**config.mk**
```make
export PLATFORM = sky130hd
export DESIGN_NAME = bram_sp_arbiter
export DESIGN_NICKNAME = d
export VERILOG_FILES = /design/src/rtl/bram_sp_arbiter_pkg.sv /design/src/rtl/bram_sp_arbiter_rr_arb2.sv /design/src/rtl/bram_sp_arbiter.sv
export SDC_FILE = /design/constraint.sdc
export NUM_CORES = 1
export LEC_CHECK = 0
export CAP_MARGIN = 30
export CORE_ASPECT_RATIO = 0.9
export CORE_MARGIN = 10
export CORE_UTILIZATION = 20
export CTS_BUF_LIST = sky130_fd_sc_hd__clkbuf_16
export DETAILED_ROUTE_END_ITERATION = 10
export GPL_ROUTABILITY_DRIVEN = 0
export PLACE_DENSITY = 0.95
export RECOVER_POWER = 50
export SKIP_LAST_GASP = 1
export SYNTH_ARGS = -nofsm -noshare
export SYNTH_HDL_FRONTEND = slang
export SYNTH_SLANG_ARGS = --single-unit
```
**constraint.sdc**
```tcl
create_clock -name clk -period 1.81 [get_ports clk]
set_clock_uncertainty 0.15 [all_clocks]
set_input_delay 0.362 -clock clk [delete_from_list [all_inputs] [get_ports clk]]
set_output_delay 0.362 -clock clk [all_outputs]
set_load 0.005 [all_outputs]
```
**src/rtl/bram_sp_arbiter_pkg.sv**
```systemverilog
// Shared identifiers and tag layout for the two-port BRAM arbiter.
package bram_sp_arbiter_pkg;

    localparam int unsigned TAG_ID_W = 1;
    localparam logic [TAG_ID_W-1:0] ID_S0 = 1'b0;
    localparam logic [TAG_ID_W-1:0] ID_S1 = 1'b1;

    // One stage of the read-tracking pipe: read in flight and its owner.
    typedef struct packed {
        logic                vld;
        logic [TAG_ID_W-1:0] id;
    } tag_t;

endpackage

```
**src/rtl/bram_sp_arbiter_rr_arb2.sv**
```systemverilog
// Two-way round-robin arbiter: combinational grant, priority flips to the loser on every grant.
module bram_sp_arbiter_rr_arb2
    import bram_sp_arbiter_pkg::*;
(
    input  logic                clk,
    input  logic                rst_n,
    input  logic [1:0]          req,
    output logic [1:0]          gnt_c,
    output logic                gnt_vld_c,
    output logic [TAG_ID_W-1:0] gnt_id_c
);

    logic [TAG_ID_W-1:0] prio_q;
    logic [TAG_ID_W-1:0] prio_d;

    // prio_q names the port that wins when both request.
    always_comb begin
        gnt_c     = 2'b00;
        gnt_vld_c = 1'b0;
        gnt_id_c  = ID_S0;
        prio_d    = prio_q;
        case (req)
            2'b01:   gnt_c = 2'b01;
            2'b10:   gnt_c = 2'b10;
            2'b11:   gnt_c = (prio_q == ID_S1) ? 2'b10 : 2'b01;
            default: gnt_c = 2'b00;
        endcase
        gnt_vld_c = |gnt_c;
        gnt_id_c  = gnt_c[1] ? ID_S1 : ID_S0;
        if (gnt_vld_c) begin
            prio_d = ~gnt_id_c;
        end
    end

    always_ff @(posedge clk or negedge rst_n) begin
        if (!rst_n) begin
            prio_q <= ID_S0;
        end else begin
            prio_q <= prio_d;
        end
    end

endmodule

```
**src/rtl/bram_sp_arbiter.sv**
```systemverilog
// Shares one single-port BRAM between two valid/ready requesters and routes
// read data back to the owner after the fixed BRAM read latency.
module bram_sp_arbiter
    import bram_sp_arbiter_pkg::*;
#(
    parameter int unsigned mem_width    = 32,
    parameter int unsigned addr_width   = 12,
    parameter int unsigned wen_width    = 1,
    parameter int unsigned read_latency = 2
) (
    input  logic                  clk,
    input  logic                  rst_n,
    input  logic                  s0_req_valid,
    output logic                  s0_req_ready,
    input  logic [wen_width-1:0]  s0_req_wen,
    input  logic [addr_width-1:0] s0_req_addr,
    input  logic [mem_width-1:0]  s0_req_din,
    output logic                  s0_rsp_valid,
    output logic [mem_width-1:0]  s0_rsp_data,
    input  logic                  s1_req_valid,
    output logic                  s1_req_ready,
    input  logic [wen_width-1:0]  s1_req_wen,
    input  logic [addr_width-1:0] s1_req_addr,
    input  logic [mem_width-1:0]  s1_req_din,
    output logic                  s1_rsp_valid,
    output logic [mem_width-1:0]  s1_rsp_data,
    output logic                  bram_en,
    output logic [wen_width-1:0]  bram_wen,
    output logic [addr_width-1:0] bram_addr,
    output logic [mem_width-1:0]  bram_din,
    input  logic [mem_width-1:0]  bram_dout
);

    localparam int unsigned LAST = read_latency - 1;

    if (read_latency < 1 || read_latency > 2) begin : g_bad_latency
        $error("bram_sp_arbiter: read_latency must be 1 or 2");
    end

    logic [1:0]          gnt;
    logic                gnt_vld;
    logic [TAG_ID_W-1:0] gnt_id;
    logic                is_read;

    tag_t [read_latency-1:0] tag_q;
    tag_t [read_latency-1:0] tag_d;

    bram_sp_arbiter_rr_arb2 u_arb (
        .clk       (clk),
        .rst_n     (rst_n),
        .req       ({s1_req_valid, s0_req_valid}),
        .gnt_c     (gnt),
        .gnt_vld_c (gnt_vld),
        .gnt_id_c  (gnt_id)
    );

    assign s0_req_ready = gnt[0];
    assign s1_req_ready = gnt[1];

    // BRAM port mux; everything parks at zero when no transfer is accepted.
    always_comb begin
        bram_en   = gnt_vld;
        bram_wen  = '0;
        bram_addr = '0;
        bram_din  = '0;
        if (gnt_vld) begin
            if (gnt_id == ID_S1) begin
                bram_wen  = s1_req_wen;
                bram_addr = s1_req_addr;
                bram_din  = s1_req_din;
            end else begin
                bram_wen  = s0_req_wen;
                bram_addr = s0_req_addr;
                bram_din  = s0_req_din;
            end
        end
        is_read = gnt_vld && (bram_wen == '0);
    end

    // Free-running tag shift; the last stage lines up with bram_dout.
    always_comb begin
        tag_d        = tag_q;
        tag_d[0].vld = is_read;
        tag_d[0].id  = gnt_id;
        for (int unsigned i = 1; i < read_latency; i++) begin
            tag_d[i] = tag_q[i-1];
        end
    end

    always_ff @(posedge clk or negedge rst_n) begin
        if (!rst_n) begin
            tag_q <= '0;
        end else begin
            tag_q <= tag_d;
        end
    end

    assign s0_rsp_valid = tag_q[LAST].vld && (tag_q[LAST].id == ID_S0);
    assign s1_rsp_valid = tag_q[LAST].vld && (tag_q[LAST].id == ID_S1);
    assign s0_rsp_data  = bram_dout;
    assign s1_rsp_data  = bram_dout;

endmodule

```
==> results.yml <==
run_status:
  status: "complete, but fails checks"
  violations: "negative setup slack"
timing:
  tightest_slew_ns: 0.242
  maxSlewViolCount: 0
  fin_ws_ns: -0.217
  slew_headroom: 0.839
  period_minus_slack_ns: 2.03
  rsz0062_at_grt: "true"
  layout_worst_path_cycle_share: 1.12
  finalSetupViolCount: 46
  finalHoldViolCount: 0
  clock.fmax_mhz: 493
  tns_ns: -7.29
global_route:
  grt_start_max_net_pins: 26
  grt_pass1_vias: 1660
  overflow: 0
  track_usage: 0.128
  grt_antenna_before_repair: 0
  grt_pass1_wl_um: 9780
floorplanning:
  die_h_um: 94.4
  core-area_sq_um: 6050
  start_util: 0.204
  die_w_um: 103
  row_count: 27
  io_pins: 240
  die_area_sq_um: 9700
setup_path:
  cp.required_ns: 1.30
  r2r_slack_ns: 0.49
  end_kind: "primary output"
  path_buf_inv: 5
  crit_chain: "buf_6 > a21boi_4 > buf_6 > buf_6 > buf_12 > a32o_1 > buf_2"
  cp_common_cell: "buf_6"
  crit_arrival_ns: 1.52
  crit_fanout: 7
  cp_slowest_stage_delay_ns: 0.39
  worst_setup_path_start_kind: "flip-flop"
  crit_family: "buffers and inverters"
  path_class: "flip-flop to primary output"
  crit_path_top_delay_cell: "dfrtp_1"
synth:
  synthesis.area_sq_um: 1230
  synthTopCellsByArea: "buf_4 (41%), a32o_1 (37%), dfrtp_1 (10%)"
  synth_largest_area_cell: "buf_4"
  synth-seq-cells: 5
  synth_cell_types: 14
  ys_warn_count: 0
  syn_nets: 266
  synth_top_area_frac: 0.415
  synth.yosys.seq_area_share: 0.102
  synth_ff_type: "dfrtp_1"
  syn_area_per_cell_sq_um: 8.79
  syn_inst: 140
  async_flop_share: 1.00
  synth_edf_count: 0
power_and_ir_drop:
  totalPowerFinal_mw: 1.22
  vdd_drop_max_uv: 257
  power_leakage_nw: 1.03
  p_per_area_nw_per_um2: 504
cts:
  cts_max_level: 1
  cts_inserted_buffers: 3
  cts_tree: "done"
  cts_root_buf: "clkbuf_16"
  cts_hold_buf: 0
  numClockSinks: 5
  cts.path.max_buffers: 2
  clk-insertion-delay-late_ns: 0.22
  cts.clk_slew.worst_paths_ns: 0.03
cells_and_area:
  seqCellArea_sq_um: 125
  drive_gt1_frac: 0.335
  fillers: 604
  n_antenna_cell: 0
  nets: 357
  multiInputGateArea_sq_um: 529
  area_growth_pct: 96.8
routing:
  dr_total_vias: 1491
  routedWlPerCell_um: 22.9
  wl_um: 6910
  ant_nets: 0
  first_pass_iters: 4
  detail_route.iter0.violations: 54
  via_per_inst: 4.94
  drc: 0
min_path:
  min_path_type: "flip-flop to flip-flop"
placed_design:
  io_buffer_count: 143
  dp_hpwl_um: 5200
job:
  cap_violations: 0
-- area by class of cell --
cell class	instances	area share
well taps	72	0.0372
repair buffers	165	0.657
multi-input cells	54	0.218
flip-flops and latches	5	0.0516
inverters	2	0.00310
clock inverters	1	0.00155
clock buffers	3	0.0310
-- logic make-up (layout without fill, tap and decap cells) --
group           after synthesis  after routing  share of synthesized area
simple gates                  6              6                     0.0285
flops                         5              5                      0.102
buf+inv                      81            171                      0.483
compound gates               48             48                      0.387
-- per-layer routing --
layer,GRT usage,share of wire
met5,0,0
met3,0.0679,0.15
met2,0.223,0.48
met4,0.0423,0.019
met1,0.130,0.35
-- power by group --
group	switching (mW)	internal [mW]
clock network	0.0668	0.286
logic	0.255	0.484
registers	0.00596	0.124
total	0.327	0.893
-- synthesized netlist by cell type, types with 2 or more instances --
master    number
a32o_1        46
and2_1         2
buf_2          4
buf_4         68
buf_6          4
clkbuf_1       3
dfrtp_1        5
inv_1          2
-- placed cells by master, fill, tap and decap left out, drive strengths merged --
cell type and count:
nor2b 1, clkbuf 6, dlygate4sd2 1, buf 67
a21oi 1, a21boi 1, nand2b 1, a32o 46
clkdlybuf4s50 92, or2 1, nor2 1, dfrtp 5
dlygate4sd3 1, inv 3, clkdlybuf4s15 1, and2 2
-- registers in the layout, indices dropped and copies added (netlist names) --
name	count
u_arb.prio_q	1
tag_d	2
tag_q	2
-- final timing paths --
kind,start,to,depth (start not counted)
min in group asynchronous,rst_n,tag_q[2],1
max reg2reg,u_arb.prio_q,tag_d[3],3
max in group asynchronous,rst_n,tag_d[3],1
max,u_arb.prio_q,bram_din[24],7
min reg2reg,tag_d[2],tag_q[2],0
min,tag_d[2],tag_q[2],0
-- metrics by stage --
stage | instances | worst slack (ns) | util | hold WS, ns | area (sq um)
after floorplan | 140 | 0.228 | - | -0.0836 | 1230
after global placement | 284 | -0.754 | 0.377 | 0.187 | 2280
after detailed placement | 284 | -0.786 | 0.377 | 0.186 | 2280
after CTS | 298 | -0.228 | 0.400 | 0.196 | 2420
after global routing | 302 | -0.287 | 0.401 | 0.196 | 2420
final | 302 | -0.217 | 0.401 | 0.194 | 2420
-- repair_timing --
item | CTS | global route
setup buffers | 7 | 1
endpoints found under the setup margin | 48 | 47
pin swaps | 3 | 13
gates cloned | 5 | 3
gates resized for setup | 184 | 29
No activity file was read; power rests on OpenSTA's default activity.
